## config.mk

```make
export PLATFORM = sky130hd
export DESIGN_NAME = ub_port_arbiter_flat
export DESIGN_NICKNAME = d
export VERILOG_FILES = /design/src/rtl/ub_port_arbiter_pkg.sv /design/src/rtl/ub_port_arbiter_if.sv /design/src/rtl/ub_port_arbiter_rr_pick.sv /design/src/rtl/ub_port_arbiter.sv /design/src/flat_wrapper.sv
export SDC_FILE = /design/constraint.sdc
export NUM_CORES = 1
export LEC_CHECK = 0
export BUFFER_PORTS_ARGS = -buffer_cell sky130_fd_sc_hd__buf_2
export CAP_MARGIN = 10
export CORE_MARGIN = 5
export CORE_UTILIZATION = 42
export DETAILED_ROUTE_END_ITERATION = 8
export MAX_ROUTING_LAYER = met4
export PLACE_DENSITY_LB_ADDON = 0.08
export SLEW_MARGIN = 0
export SYNTH_ARGS = -nofsm -noshare
export SYNTH_HDL_FRONTEND = slang
export SYNTH_SLANG_ARGS = --single-unit
```

## constraint.sdc

```tcl
create_clock -name clk -period 2.8 [get_ports clk]
set_clock_uncertainty 0.2 [all_clocks]
set_input_delay 0.42 -clock clk [delete_from_list [all_inputs] [get_ports clk]]
set_output_delay 0.42 -clock clk [all_outputs]
set_load 0.01 [all_outputs]
```

## src/rtl/ub_port_arbiter_pkg.sv

```systemverilog
// ----------------------------------------------------------------------------
// ub_port_arbiter_pkg
// Shared types and constants for the unified-buffer port arbiter.
//   arb_state_t         : FSM state type (IDLE / BURST)
//   REQ_HOST/FETCH/STORE: requester IDs as seen on rdata_id
//   UB_*                : default geometry of the UB port
// ----------------------------------------------------------------------------
package ub_port_arbiter_pkg;

    localparam int UB_N_REQ = 3;
    localparam int UB_AW    = 5;
    localparam int UB_DW    = 8;
    localparam int UB_LW    = 4;
    localparam int UB_IDW   = 2;    // requester ID width (up to 4 requesters)

    typedef logic [0:0] arb_state_t;
    localparam arb_state_t ST_IDLE  = 1'b0;
    localparam arb_state_t ST_BURST = 1'b1;

    localparam logic [UB_IDW-1:0] REQ_HOST  = 2'd0;
    localparam logic [UB_IDW-1:0] REQ_FETCH = 2'd1;
    localparam logic [UB_IDW-1:0] REQ_STORE = 2'd2;

endpackage

```

## src/rtl/ub_port_arbiter_if.sv

```systemverilog
// ----------------------------------------------------------------------------
// ub_port_arbiter_if
// Bundles the requester side and the UB macro side of the arbiter.
//   slave  : arbiter view (takes requests + mem_rdata, drives grants and UB)
//   master : requesters / UB macro view (the opposite directions)
// Requester fields are packed, requester i at [i*W +: W].
// ----------------------------------------------------------------------------
interface ub_port_arbiter_if #(
    parameter int N_REQ = ub_port_arbiter_pkg::UB_N_REQ,
    parameter int AW    = ub_port_arbiter_pkg::UB_AW,
    parameter int DW    = ub_port_arbiter_pkg::UB_DW,
    parameter int LW    = ub_port_arbiter_pkg::UB_LW
) ();
    // requester side
    logic [N_REQ-1:0]    req;
    logic [N_REQ-1:0]    req_we;
    logic [N_REQ*AW-1:0] req_base;
    logic [N_REQ*LW-1:0] req_len;
    logic [N_REQ*DW-1:0] req_wdata;
    logic [N_REQ-1:0]    gnt;
    logic                beat;
    logic [LW-1:0]       beat_idx;
    logic [N_REQ-1:0]    done;
    logic [DW-1:0]       rdata;
    logic                rdata_valid;
    logic [ub_port_arbiter_pkg::UB_IDW-1:0] rdata_id;
    logic                busy;
    // UB macro side
    logic                mem_en;
    logic                mem_we;
    logic [AW-1:0]       mem_addr;
    logic [DW-1:0]       mem_wdata;
    logic [DW-1:0]       mem_rdata;

    modport slave (
        input  req, req_we, req_base, req_len, req_wdata, mem_rdata,
        output gnt, beat, beat_idx, done, rdata, rdata_valid, rdata_id, busy,
               mem_en, mem_we, mem_addr, mem_wdata
    );

    modport master (
        output req, req_we, req_base, req_len, req_wdata, mem_rdata,
        input  gnt, beat, beat_idx, done, rdata, rdata_valid, rdata_id, busy,
               mem_en, mem_we, mem_addr, mem_wdata
    );

endinterface

```

## src/rtl/ub_port_arbiter_rr_pick.sv

```systemverilog
// ----------------------------------------------------------------------------
// rr_pick
// Combinational round-robin picker: first set request at or above i_ptr,
// wrapping modulo N_REQ.
//   i_req [N_REQ] : request vector
//   i_ptr [IDW]   : highest-priority index (must be < N_REQ)
//   o_gnt [N_REQ] : one-hot winner
//   o_idx [IDW]   : winner index
//   o_any         : at least one request set
// ----------------------------------------------------------------------------
module rr_pick
    import ub_port_arbiter_pkg::*;
#(
    parameter int N_REQ = UB_N_REQ
) (
    input  logic [N_REQ-1:0]  i_req,
    input  logic [UB_IDW-1:0] i_ptr,
    output logic [N_REQ-1:0]  o_gnt,
    output logic [UB_IDW-1:0] o_idx,
    output logic              o_any
);

    // Rotating a doubled copy puts requester i_ptr at bit 0, so a plain
    // low-to-high scan gives round-robin order without variable bit selects.
    logic [2*N_REQ-1:0] w_rot;
    logic [UB_IDW:0]    w_sum;

    assign w_rot = {i_req, i_req} >> i_ptr;

    always_comb begin
        o_gnt = '0;
        o_idx = '0;
        o_any = 1'b0;
        w_sum = '0;
        for (int k = 0; k < N_REQ; k++) begin
            if (!o_any && w_rot[k]) begin
                w_sum = {1'b0, i_ptr} + (UB_IDW+1)'(k);
                if (w_sum >= (UB_IDW+1)'(N_REQ))
                    w_sum = w_sum - (UB_IDW+1)'(N_REQ);
                o_any = 1'b1;
                o_idx = w_sum[UB_IDW-1:0];
                o_gnt = N_REQ'(1) << w_sum;
            end
        end
    end

endmodule

```

## src/rtl/ub_port_arbiter.sv

```systemverilog
// ----------------------------------------------------------------------------
// ub_port_arbiter
// Shares the single-port unified buffer among N_REQ burst requesters
// (host loader, operand fetch, accumulator store). One burst at a time,
// round-robin, with one IDLE cycle between bursts.
//   clk, reset  : clock, asynchronous active-high reset
//   bus (slave) : req/req_we/req_base/req_len/req_wdata in;
//                 gnt/beat/beat_idx/done/busy out;
//                 rdata/rdata_valid/rdata_id read return;
//                 mem_en/mem_we/mem_addr/mem_wdata to UB, mem_rdata from UB
// ----------------------------------------------------------------------------
module ub_port_arbiter
    import ub_port_arbiter_pkg::*;
#(
    parameter int N_REQ = UB_N_REQ,
    parameter int AW    = UB_AW,
    parameter int DW    = UB_DW,
    parameter int LW    = UB_LW
) (
    input  logic                    clk,
    input  logic                    reset,
    ub_port_arbiter_if.slave        bus
);

    arb_state_t        r_state;
    logic [UB_IDW-1:0] r_rr_ptr;
    logic [UB_IDW-1:0] r_owner;
    logic              r_we;
    logic [AW-1:0]     r_base;
    logic [LW-1:0]     r_len;
    logic [LW-1:0]     r_cnt;
    logic              r_rd_vld;
    logic [UB_IDW-1:0] r_rd_id;

    logic [N_REQ-1:0]  w_pick_gnt;
    logic [UB_IDW-1:0] w_pick_idx;
    logic              w_pick_any;
    logic              w_burst;
    logic              w_last;
    logic [UB_IDW-1:0] w_mux_idx;
    logic              w_sel_we;
    logic [AW-1:0]     w_sel_base;
    logic [LW-1:0]     w_sel_len;
    logic [DW-1:0]     w_sel_wdata;
    logic [N_REQ-1:0]  w_gnt;

    rr_pick #(.N_REQ(N_REQ)) u_pick (
        .i_req (bus.req),
        .i_ptr (r_rr_ptr),
        .o_gnt (w_pick_gnt),
        .o_idx (w_pick_idx),
        .o_any (w_pick_any)
    );

    assign w_burst = (r_state == ST_BURST);
    assign w_last  = w_burst && (r_cnt == r_len - LW'(1));

    // In IDLE the mux selects the picker's winner (for latching); in BURST it
    // selects the owner so write data can stream each beat.
    assign w_mux_idx = w_burst ? r_owner : w_pick_idx;

    always_comb begin
        w_sel_we    = 1'b0;
        w_sel_base  = '0;
        w_sel_len   = '0;
        w_sel_wdata = '0;
        for (int i = 0; i < N_REQ; i++) begin
            if (w_mux_idx == UB_IDW'(i)) begin
                w_sel_we    = bus.req_we[i];
                w_sel_base  = bus.req_base[i*AW +: AW];
                w_sel_len   = bus.req_len[i*LW +: LW];
                w_sel_wdata = bus.req_wdata[i*DW +: DW];
            end
        end
    end

    always_ff @(posedge clk or posedge reset) begin
        if (reset) begin
            r_state  <= ST_IDLE;
            r_rr_ptr <= '0;
            r_owner  <= '0;
            r_we     <= 1'b0;
            r_base   <= '0;
            r_len    <= '0;
            r_cnt    <= '0;
            r_rd_vld <= 1'b0;
            r_rd_id  <= '0;
        end else begin
            // UB read data comes back one cycle after the access
            r_rd_vld <= w_burst && !r_we;
            r_rd_id  <= r_owner;
            case (r_state)
                ST_IDLE: begin
                    if (w_pick_any) begin
                        r_owner  <= w_pick_idx;
                        r_we     <= w_sel_we;
                        r_base   <= w_sel_base;
                        r_len    <= (w_sel_len == '0) ? LW'(1) : w_sel_len;
                        r_cnt    <= '0;
                        r_state  <= ST_BURST;
                        r_rr_ptr <= (w_pick_idx == UB_IDW'(N_REQ-1)) ? '0
                                                                     : w_pick_idx + 1'b1;
                    end
                end
                ST_BURST: begin
                    r_cnt <= r_cnt + 1'b1;
                    if (w_last)
                        r_state <= ST_IDLE;
                end
                default: r_state <= ST_IDLE;
            endcase
        end
    end

    assign w_gnt = w_burst ? (N_REQ'(1) << r_owner) : '0;

    assign bus.gnt         = w_gnt;
    assign bus.beat        = w_burst;
    assign bus.beat_idx    = w_burst ? r_cnt : '0;
    assign bus.done        = w_last ? w_gnt : '0;
    assign bus.busy        = w_burst;
    assign bus.mem_en      = w_burst;
    assign bus.mem_we      = w_burst && r_we;
    // address wraps naturally at 2^AW
    assign bus.mem_addr    = w_burst ? (r_base + AW'(r_cnt)) : '0;
    assign bus.mem_wdata   = w_burst ? w_sel_wdata : '0;
    assign bus.rdata_valid = r_rd_vld;
    assign bus.rdata       = r_rd_vld ? bus.mem_rdata : '0;
    assign bus.rdata_id    = r_rd_vld ? r_rd_id : '0;

endmodule
```

## src/flat_wrapper.sv

```systemverilog
// flat-port wrapper written by rule: the top's interface ports become plain ports
module ub_port_arbiter_flat import ub_port_arbiter_pkg::*;
#(
    parameter int N_REQ = UB_N_REQ,
    parameter int AW    = UB_AW,
    parameter int DW    = UB_DW,
    parameter int LW    = UB_LW
)
  (clk, reset, bus_req, bus_req_we, bus_req_base, bus_req_len, bus_req_wdata, bus_mem_rdata, bus_gnt, bus_beat, bus_beat_idx, bus_done, bus_rdata, bus_rdata_valid, bus_rdata_id, bus_busy, bus_mem_en, bus_mem_we, bus_mem_addr, bus_mem_wdata);
  ub_port_arbiter_if #(.N_REQ(N_REQ), .AW(AW), .DW(DW), .LW(LW)) bus_i ();
  input  logic clk;
  input  logic reset;
  input wire logic [$bits(bus_i.req)-1:0] bus_req;
  input wire logic [$bits(bus_i.req_we)-1:0] bus_req_we;
  input wire logic [$bits(bus_i.req_base)-1:0] bus_req_base;
  input wire logic [$bits(bus_i.req_len)-1:0] bus_req_len;
  input wire logic [$bits(bus_i.req_wdata)-1:0] bus_req_wdata;
  input wire logic [$bits(bus_i.mem_rdata)-1:0] bus_mem_rdata;
  output wire logic [$bits(bus_i.gnt)-1:0] bus_gnt;
  output wire logic [$bits(bus_i.beat)-1:0] bus_beat;
  output wire logic [$bits(bus_i.beat_idx)-1:0] bus_beat_idx;
  output wire logic [$bits(bus_i.done)-1:0] bus_done;
  output wire logic [$bits(bus_i.rdata)-1:0] bus_rdata;
  output wire logic [$bits(bus_i.rdata_valid)-1:0] bus_rdata_valid;
  output wire logic [$bits(bus_i.rdata_id)-1:0] bus_rdata_id;
  output wire logic [$bits(bus_i.busy)-1:0] bus_busy;
  output wire logic [$bits(bus_i.mem_en)-1:0] bus_mem_en;
  output wire logic [$bits(bus_i.mem_we)-1:0] bus_mem_we;
  output wire logic [$bits(bus_i.mem_addr)-1:0] bus_mem_addr;
  output wire logic [$bits(bus_i.mem_wdata)-1:0] bus_mem_wdata;
  assign bus_i.req = bus_req;
  assign bus_i.req_we = bus_req_we;
  assign bus_i.req_base = bus_req_base;
  assign bus_i.req_len = bus_req_len;
  assign bus_i.req_wdata = bus_req_wdata;
  assign bus_i.mem_rdata = bus_mem_rdata;
  assign bus_gnt = bus_i.gnt;
  assign bus_beat = bus_i.beat;
  assign bus_beat_idx = bus_i.beat_idx;
  assign bus_done = bus_i.done;
  assign bus_rdata = bus_i.rdata;
  assign bus_rdata_valid = bus_i.rdata_valid;
  assign bus_rdata_id = bus_i.rdata_id;
  assign bus_busy = bus_i.busy;
  assign bus_mem_en = bus_i.mem_en;
  assign bus_mem_we = bus_i.mem_we;
  assign bus_mem_addr = bus_i.mem_addr;
  assign bus_mem_wdata = bus_i.mem_wdata;
  ub_port_arbiter #(.N_REQ(N_REQ), .AW(AW), .DW(DW), .LW(LW)) u_core (.clk(clk), .reset(reset), .bus(bus_i));
endmodule
```

==> summary.md, run 1 <==
| Metric | Value |
|---|---|
| Internal power | `1750 uW` |
| Clk Tree Root Cell | `clkbuf_8` |
| Synthesized area per cell | `8.88 um^2` |
| Crit path max fanout | `8` |
| Drt drc | `0` |
| Netlist cell types | `49` |
| CP startpoint kind | `register` |
| Row cnt | `25` |
| CP max-delay cell | `or4b_4` |
| Initial antenna violation count | `0` |
| Arrival time at the worst endpoint | `2.54 ns` |
| Mapped Cells | `229` |
| Vias in the first global route | `2028` |
| Top FF cell, synth | `dfrtp_1` |
| CTS tree | `done` |
| Seq/Total Area, Yosys | `27.1%` |
| CTS Buf Count | `3` |
| Tmin final | `3.16 ns` |
| Status | `finished with violations` |
| Fin. Hold Viols | `0` |
| Cell taking the most area after synthesis | `dfrtp_1` |
| Vias | `2069` |
| Finish-stage setup viols | `8` |
| Initial core utilization | `43.0%` |
| Post-Syn Area | `2030 um^2` |
| Die span in x | `79.6 um` |
| Max rail drop VDD | `0.505 mV` |
| Net Sw Power | `1410 uW` |
| Port buffer count | `104` |
| GRT Util Overall | `18.2%` |
| Worst Setup End Kind | `output pin` |
| Layout cells sized above 1 | `46.7%` |
| Die Ht | `79.6 um` |
| 1st-pass router iterations | `4` |
| Die Area | `6330 um^2` |
| # clock sinks | `22` |
| Leakage | `0.00153 uW` |
| Worst slew pin tran | `0.822 ns` |
| DR iter-0 viols | `55` |
| Worst setup path category | `register to output pin` |
| Failing checks | `negative setup slack` |
| Largest net degree at the start of global routing | `23` |
| Clock power frac | `7.1%` |
| P per Cell Area | `1090 nW/um^2` |
| Placer Congestion | `0.850` |
| Core Region | `4720 um^2` |
| Synth warn | `0` |
| Async set-or-reset flop fraction in the synthesized netlist | `100%` |
| Sw frac | `44.6%` |
| Final WS setup | `-0.363 ns` |
| R2R Setup Slk | `0.07 ns` |
| Critical Path RT | `2.18 ns` |
| Fmax | `316 MHz` |
| Worst-path cell chain | `or4b_4, o22ai_4, o21ai_2, a21oi_2, a21o_1, buf_12, mux2_1, a22oi_1, nor2_1, buf_2` |
| Number of enable flip-flop cells after synthesis | `0` |
| Ant. Diodes | `0` |
| CTS Buffer Depth | `2` |
| Worst-path clk slew | `0.08 ns` |
| Part of the power in registers | `19.4%` |
| Post-CTS Hold Buffers | `0` |
| Max-Cap Viols | `0` |
| Util after Layout | `61.4%` |
| Top post-synthesis cells by area | `dfrtp_1 27%, mux2i_1 6.4%, ha_1 6.2%, and2_1 5.8%, nor2_1 5.2%` |
| IO Pins | `105` |
| Drt via density | `4.93` |
| Drt total wl | `5470 um` |
| Slew headroom | `45.2%` |
| Gate power share | `73.5%` |
| Worst Reg-to-Reg Cells | `11` |
| Synth Net Count | `307` |
| Routed Antenna Nets | `0` |
| H-tree levels | `1` |
| Origin of the critical flop-to-flop path | `u_core.r_rr_ptr[0]` |
| Wire per inst | `13.0 um` |
| RSZ-0062 raised after global routing | `true` |
| Synth Register Bits | `22` |
| Post-detail-place hpwl | `4460 um` |
| Reg-to-reg endpoint | `u_core.r_len[0]` |
| Final Slew Violations | `0` |
| Total gr overflow | `0` |
| Final Net Count | `432` |
| Clk Latency, worst-skew pair | `0.26 ns` |
| Hold Path Class | `input pin to async pin` |
| Slowest stage delay, CP | `0.51 ns` |
| Worst Hold Slack | `0.106 ns` |
| Part of the cycle the worst path needs | `113%` |
| First-pass GRT wire length | `9080 um` |
| Area Overhead vs Synth | `42.6%` |
| Setup TNS | `-2.65 ns` |
| Area fraction of the dominant cell type after synthesis | `27.1%` |
## power groups by stage
stage / clock network, uW / registers [uW] / logic [uW]
2_1_floorplan: 0 / 595 / 1510
3_3_place_gp: 0 / 618 / 2260
3_5_place_dp: 0 / 622 / 2280
4_1_cts: 230 / 616 / 2320
5_1_grt: 248 / 637 / 2570
6_report: 225 / 611 / 2320
## per-layer routing
layer	up-vias	track usage, %	wire length [um]
met5	-	-	0
met4	0	2.75	39
met3	4	3.61	419
met2	74	32.1	2650
met1	930	22.1	2360
li1	1061	-	-
## sequential cells by signal, indices dropped and copies added (netlist names)
name	cells
u_core.r_cnt	4
u_core.r_len	4
u_core.bus.rdata_valid	1
u_core.r_rd_id	2
u_core.bus.beat	1
u_core.r_owner	2
u_core.r_we	1
u_core.r_base	5
u_core.r_rr_ptr	2
## timing repair
| item | 4_1_cts | 5_1_grt |
|---|---|---|
| gates resized for setup | 3 | 5 |
| pin swaps | 6 | 3 |
| endpoints found under the setup margin | 8 | 9 |
| setup buffers | 2 | 0 |
## critical path: cells and delay by family, from the launching register on
kind,cells,cell delay [ns]
AOI/OAI and AO/OA,5,0.67
and+or+nand+nor,2,0.56
DFF,1,0.46
muxes,1,0.32
buffers and inverters,2,0.28
## worst max-delay path by stage
stage	slack, ns	start	endpoint
after floorplan	-0.16	u_core.r_rr_ptr[0]	bus_mem_wdata[3]
after global placement	-0.20	bus_req[1]	bus_mem_wdata[7]
after detailed placement	-0.21	bus_req[1]	bus_mem_wdata[2]
after CTS	-0.38	u_core.r_rr_ptr[0]	bus_mem_wdata[2]
after global routing	-0.46	u_core.r_rr_ptr[0]	bus_mem_wdata[3]
final	-0.36	u_core.r_rr_ptr[0]	bus_mem_wdata[0]
## layout by cell type (no fill, tap or decap), drive strengths merged, types with 6 or more instances in the layout
cell,n
buf,135
nor2,28
dfrtp,22
and2,19
nand2,15
mux2i,13
mux2,13
o21ai,12
ha,10
a21oi,10
inv,8
nor3,8
a22oi,8
xnor2,6
## through the flow
stage / setup WS, ns / total power, uW / instance area [um^2] / cells
after floorplan: -0.159 / 2110 / 2040 / 229
after global placement: -0.201 / 2880 / 2800 / 414
after detailed placement: -0.212 / 2900 / 2800 / 414
after CTS: -0.376 / 3170 / 2880 / 420
after global routing: -0.462 / 3460 / 2900 / 420
final: -0.363 / 3150 / 2900 / 420
## cell families (layout without fill, tap and decap cells)
family	Yosys count	in the layout	share of synthesized area, %
AOI/OAI and AO/OA	55	55	21.1
xor gates and xnor gates	11	11	4.74
adders and majority gates	11	11	7.14
buffers and inverters	23	147	5.91
DFF	22	22	27.1
muxes	26	26	14.5
and+or+nand+nor	81	81	19.5
## area by class of cell
cell class	instances	area, um^2
Multi-Input combinational cell	184	1400
Clock buffer	4	55.1
Inverter	8	30.0
Sequential cell	22	552
Tap cell	67	83.8
Fill cell	430	1820
Timing Repair Buffer	135	782
## cell usage after synthesis (2+ instances only)
master,number
a21o_1,5
and2_1,19
o21a_1,2
o211ai_1,2
o2bb2ai_1,2
xnor2_1,6
mux2i_1,13
nand2_1,15
ha_1,10
a221oi_1,2
buf_4,2
nand3b_1,2
dfrtp_1,22
nand3_1,2
mux2_2,2
inv_1,8
a21oi_1,9
clkbuf_1,7
nor3_1,8
o21ai_1,11
nor2_1,28
o211a_1,2
buf_6,3
buf_2,3
a22oi_2,4
mux2_1,6
xor2_1,5
mux2_4,5
a22oi_1,4
(Power assumes the default switching activity.)
==> run 2: changes to the inputs <==
SKIP_CTS_REPAIR_TIMING = 1   (was default)
==> summary.md, run 2 (same netlist as run 1, synthesis figures left out) <==
| Metric | Value |
|---|---|
| Status | `finished with violations (unchanged)` |
| Failing checks | `negative setup slack (unchanged)` |
| Vias | `2067 (was 2069)` |
| Most common cell after layout, fill and taps aside | `buf_2 (unchanged)` |
| Die span in x | `79.6 um (unchanged)` |
| Total gr overflow | `0 (unchanged)` |
| First-pass GRT wire length | `9070 um (was 9080 um)` |
| Port buffer count | `104 (unchanged)` |
| Leakage | `0.00153 uW (about the same)` |
| Initial core utilization | `43.0% (unchanged)` |
| Row cnt | `25 (unchanged)` |
| DR iter-0 viols | `57 (was 55)` |
| H-tree levels | `1 (unchanged)` |
| Worst-path clk slew | `0.08 ns (about the same)` |
| CP max-delay cell | `dfrtp_2 (was or4b_4)` |
| Post-detail-place hpwl | `4460 um (unchanged)` |
| IO Pins | `105 (unchanged)` |
| Wire per inst | `13.0 um (about the same)` |
| Fmax | `315 MHz (was 316 MHz)` |
| Arrival time at the worst endpoint | `2.55 ns (was 2.54 ns)` |
| Biggest registers after layout | `u_core.r_base (5), u_core.r_cnt (4), u_core.r_len (4) (unchanged)` |
| Part of the cycle the worst path needs | `113% (about the same)` |
| Largest register FFs | `5 (unchanged)` |
| Drt via density | `4.92 (was 4.93)` |
| CP startpoint kind | `register (unchanged)` |
| Clk Latency, worst-skew pair | `0.26 ns (about the same)` |
| Routed Antenna Nets | `0 (unchanged)` |
| Die Area | `6330 um^2 (unchanged)` |
| Drt drc | `0 (unchanged)` |
| Part of the power in registers | `19.4% (about the same)` |
| Placer Congestion | `0.850 (unchanged)` |
| Biggest register | `u_core.r_base (unchanged)` |
| Worst setup path category | `register to output pin (unchanged)` |
| Initial antenna violation count | `0 (unchanged)` |
| Fin. Hold Viols | `0 (unchanged)` |
| Slowest stage delay, CP | `0.45 ns (was 0.51 ns)` |
| Final Slew Violations | `0 (unchanged)` |
| Critical path's top delay family | `compound AO/OA/AOI/OAI gates (unchanged)` |
| Clock power frac | `7.2% (was 7.1%)` |
| Layout cells sized above 1 | `46.5% (was 46.7%)` |
| GRT Util Overall | `18.2% (about the same)` |
| Die Ht | `79.6 um (unchanged)` |
| Crit path max fanout | `8 (unchanged)` |
| CTS tree | `done (unchanged)` |
| Vias in the first global route | `2004 (was 2028)` |
| Worst Hold Slack | `0.106 ns (about the same)` |
| Setup TNS | `-2.82 ns (was -2.65 ns)` |
| Area Overhead vs Synth | `42.4% (was 42.6%)` |
| Slew headroom | `45.2% (about the same)` |
| Design Power | `3150 uW (about the same)` |
| Placed Instances | `414 (unchanged)` |
| Ant. Diodes | `0 (unchanged)` |
| RSZ-0062 raised after global routing | `true (unchanged)` |
| P per Cell Area | `1090 nW/um^2 (about the same)` |
| Max-Cap Viols | `0 (unchanged)` |
| Finish-stage setup viols | `8 (unchanged)` |
| Gate power share | `73.4% (was 73.5%)` |
| Critical Path RT | `2.18 ns (about the same)` |
| CTS Buf Count | `3 (unchanged)` |
| Worst slew pin tran | `0.821 ns (was 0.822 ns)` |
| Hold Path Class | `input pin to async pin (unchanged)` |
| Net Sw Power | `1400 uW (was 1410 uW)` |
| Worst path bufs/invs | `2 (unchanged)` |
| Largest net degree at the start of global routing | `23 (unchanged)` |
| CTS Buffer Depth | `2 (unchanged)` |
| 1st-pass router iterations | `4 (unchanged)` |
| Clk Tree Root Cell | `clkbuf_8 (unchanged)` |
| Tmin final | `3.17 ns (was 3.16 ns)` |
| Worst-path cell chain | `and3b_1, a311o_1, a32oi_2, a21oi_2, a21o_1, buf_12, mux2_1, a22oi_1, nor2_1, buf_2 (was or4b_4, o22ai_4, o21ai_2, a21oi_2, a21o_1, buf_12, mux2_1, a22oi_1, nor2_1, buf_2)` |
| Core Region | `4720 um^2 (unchanged)` |
| Final WS setup | `-0.375 ns (was -0.363 ns)` |
| Worst Setup End Kind | `output pin (unchanged)` |
| Internal power | `1740 uW (was 1750 uW)` |
| Most frequent cells in the layout | `104 x buf_2, 28 x buf_4, 27 x nor2_1 (unchanged)` |
| Final Non-Filler Cells | `420 (unchanged)` |
| Final Net Count | `432 (unchanged)` |
| # clock sinks | `22 (unchanged)` |
| Drt total wl | `5460 um (was 5470 um)` |
| Max rail drop VDD | `0.506 mV (was 0.505 mV)` |
| Sw frac | `44.6% (about the same)` |
-- run 2: metrics by stage --
step / utilization, % / setup WS (ns) / instance area (um^2)
final: 61.3 / -0.375 / 2900
after CTS: 60.4 / -0.429 / 2850
after global placement: 59.2 / -0.201 / 2800
after detailed placement: 59.2 / -0.212 / 2800
after floorplan: - / -0.159 / 2040
after global routing: 61.3 / -0.475 / 2900
-- run 2: area by class of cell --
class                           count  area (um^2)
Timing Repair Buffer              135          782
Inverter                            8         30.0
Fill cell                         432         1830
Clock buffer                        4         55.1
Multi-Input combinational cell    184         1390
Sequential cell                    22          552
Tap cell                           67         83.8
-- run 2: per-layer routing --
layer  up-vias  track usage (%)  routed length, um
li1       1061                -                  -
met1       930             22.2               2360
met2        72             31.6               2650
met3         4             3.61                418
met4         0             2.75                 39
met5         -                -                  0
-- run 2: final timing paths --
check / start / to / slack (ns) / depth (start not counted)
worst min-delay path: reset / u_core.r_cnt[3] / 0.11 / 2
worst min register to register: u_core.r_owner[1] / u_core.r_rd_id[1] / 0.22 / 0
worst max register to register: u_core.r_rr_ptr[0] / u_core.r_len[0] / 0.08 / 11
max in group asynchronous: reset / u_core.r_rr_ptr[0] / 1.73 / 2
min in group clk: bus_req_we[1] / u_core.r_we / 0.22 / 3
worst max-delay path: u_core.r_rr_ptr[0] / bus_mem_wdata[0] / -0.37 / 10
-- run 2: power groups by stage --
stage               logic [uW]  clock network, uW  registers [uW]
floorplan                 1510                  0             595
global placement          2260                  0             618
detailed placement        2280                  0             622
CTS                       2290                230             615
global route              2560                248             636
finish                    2310                226             611
==> run 3: changes to the inputs <==
CELL_PAD_IN_SITES_DETAIL_PLACEMENT = 0   (was default)
CELL_PAD_IN_SITES_GLOBAL_PLACEMENT = 1   (was default)
CORE_UTILIZATION = 29   (was 42)
==> summary.md, run 3 (same netlist as run 1, synthesis figures left out) <==
| Metric | Value |
|---|---|
| Status | `finished with violations (unchanged)` |
| Failing checks | `negative setup slack (unchanged)` |
| Drt total wl | `6190 um (was 5460 um)` |
| Placer Congestion | `0.835 (was 0.850)` |
| Wire per inst | `13.7 um (was 13.0 um)` |
| Largest net degree at the start of global routing | `25 (was 23)` |
| Clock power frac | `8.7% (was 7.2%)` |
| Sw frac | `44.1% (was 44.6%)` |
| RSZ-0062 raised after global routing | `true (unchanged)` |
| Drt drc | `0 (unchanged)` |
| Finish-stage setup viols | `8 (unchanged)` |
| Layout cells sized above 1 | `49.3% (was 46.5%)` |
| Slew headroom | `43.0% (was 45.2%)` |
| # clock sinks | `22 (unchanged)` |
| DP Area | `2830 um^2 (was 2800 um^2)` |
| Core Region | `6790 um^2 (was 4720 um^2)` |
| Vias | `2098 (was 2067)` |
| Net Sw Power | `1480 uW (was 1400 uW)` |
| Post-detail-place hpwl | `4930 um (was 4460 um)` |
| Most frequent cells in the layout | `104 x buf_2, 29 x buf_4, 27 x nor2_1 (was 104 x buf_2, 28 x buf_4, 27 x nor2_1)` |
| Part of the cycle the worst path needs | `115% (was 113%)` |
| Worst setup path category | `register to output pin (unchanged)` |
| Largest register FFs | `5 (unchanged)` |
| Critical Path RT | `2.18 ns (about the same)` |
| Arrival time at the worst endpoint | `2.59 ns (was 2.55 ns)` |
| Worst slew pin tran | `0.854 ns (was 0.821 ns)` |
| Part of the power in registers | `18.2% (was 19.4%)` |
| P per Cell Area | `1110 nW/um^2 (was 1090 nW/um^2)` |
| Routed Antenna Nets | `0 (unchanged)` |
| Tmin final | `3.21 ns (was 3.17 ns)` |
| CTS Buf Count | `3 (unchanged)` |
| Gate power share | `73.0% (was 73.4%)` |
| 1st-pass router iterations | `4 (unchanged)` |
| Total gr overflow | `0 (unchanged)` |
| CTS Buffer Depth | `2 (unchanged)` |
| Clk Latency, worst-skew pair | `0.26 ns (about the same)` |
| Place WS | `-0.220 ns (was -0.212 ns)` |
| Design Power | `3360 uW (was 3150 uW)` |
| Fin. Hold Viols | `0 (unchanged)` |
| Drt via density | `4.63 (was 4.92)` |
| Ant. Diodes | `0 (unchanged)` |
| Max-Cap Viols | `0 (unchanged)` |
| Crit path max fanout | `8 (unchanged)` |
| Initial antenna violation count | `0 (unchanged)` |
| Max rail drop VDD | `0.564 mV (was 0.506 mV)` |
| GRT Util Overall | `13.9% (was 18.2%)` |
| Origin of the critical flop-to-flop path | `u_core.r_rr_ptr[0] (unchanged)` |
| Most common cell after layout, fill and taps aside | `buf_2 (unchanged)` |
| Area Overhead vs Synth | `49.4% (was 42.4%)` |
| Die Area | `8790 um^2 (was 6330 um^2)` |
| Biggest register | `u_core.r_base (unchanged)` |
| Die Ht | `93.7 um (was 79.6 um)` |
| Vias in the first global route | `2103 (was 2004)` |
| Worst Setup End Kind | `output pin (unchanged)` |
| Die span in x | `93.7 um (was 79.6 um)` |
| CTS tree | `done (unchanged)` |
| Hold Path Class | `input pin to async pin (unchanged)` |
| IO Pins | `105 (unchanged)` |
| Row cnt | `30 (was 25)` |
| R2R Setup Slk | `0.03 ns (was 0.08 ns)` |
| Leakage | `0.00157 uW (was 0.00153 uW)` |
| Final WS setup | `-0.406 ns (was -0.375 ns)` |
| Port buffer count | `104 (unchanged)` |
| DR iter-0 viols | `35 (was 57)` |
| H-tree levels | `1 (unchanged)` |
| Clk Tree Root Cell | `clkbuf_8 (unchanged)` |
| Fmax | `312 MHz (was 315 MHz)` |
| FILL cells | `710 (was 432)` |
| Fin area | `3040 um^2 (was 2900 um^2)` |
| Internal power | `1880 uW (was 1740 uW)` |
| Biggest registers after layout | `u_core.r_base (5), u_core.r_cnt (4), u_core.r_len (4) (unchanged)` |
| First-pass GRT wire length | `9760 um (was 9070 um)` |
| Final Slew Violations | `0 (unchanged)` |
| Final Net Count | `436 (was 432)` |
| CP startpoint kind | `register (unchanged)` |
| Initial core utilization | `29.9% (was 43.0%)` |
| Setup crit start | `u_core.r_rr_ptr[0] (unchanged)` |
| Worst-path clk slew | `0.08 ns (about the same)` |
run 3: cell types whose count changed in the layout (fill, tap and decap cells not counted), moves of 2 or more:
cell,change
mux2_1,-2
buf_6,+3
a22oi_2,+3
mux2_4,+2
a22oi_1,-3
run 3: metal layers:
| metal | track usage (%) | part of all wire (%) | wire length (um) |
|---|---|---|---|
| met5 | - | 0 | 0 |
| met4 | 0.963 | 1.1 | 71 |
| met3 | 2.88 | 5.5 | 343 |
| met2 | 24.8 | 49 | 3050 |
| met1 | 16.9 | 44 | 2730 |
run 3: metrics by stage:
stage	setup TNS, ns	utilization (%)	std cells	hold slack (ns)
finish	-3.09	44.7	453	0.120
detailed placement	-1.61	41.7	443	0.212
floorplan	-1.09	-	229	0.152
global placement	-1.49	41.7	443	0.212
global route	-4.29	44.7	453	0.214
CTS	-3.14	42.7	447	0.151
run 3: critical path: stages (launching register included):
cell     delay (ns)
dfrtp_2        0.46
or4b_4         0.51
o22ai_4        0.16
o21ai_2        0.09
a21oi_2        0.17
a21o_1         0.17
buf_12         0.15
mux2_4         0.30
a22oi_2        0.14
nor2_1         0.05
buf_2          0.14
run 3: power groups by stage:
| stage | clock (uW) | sequential [uW] | combinational (uW) |
|---|---|---|---|
| detailed placement | 0 | 620 | 2320 |
| global placement | 0 | 617 | 2310 |
| CTS | 303 | 613 | 2330 |
| global route | 314 | 633 | 2730 |
| floorplan | 0 | 595 | 1510 |
| finish | 294 | 613 | 2450 |
run 3: area by class of cell:
class | count | area (um^2) | area share [%]
Inverter | 8 | 30.0 | 0.988
Tap cell | 96 | 120 | 3.95
Timing Repair Buffer | 139 | 823 | 27.1
Sequential cell | 22 | 552 | 18.2
Clock inverter | 1 | 30.0 | 0.988
Multi-Input combinational cell | 184 | 1440 | 47.4
Clock buffer | 3 | 41.3 | 1.36
run 3: final timing paths:
kind / endpoint / cells past startpoint
worst max-delay path: bus_mem_wdata[1] / 10
worst min-delay path: u_core.r_rd_id[1] / 2
worst min register to register: u_core.r_rd_id[1] / 0
min in group clk: u_core.r_base[4] / 3
worst max register to register: u_core.r_len[0] / 8
max in group asynchronous: u_core.r_rr_ptr[0] / 2
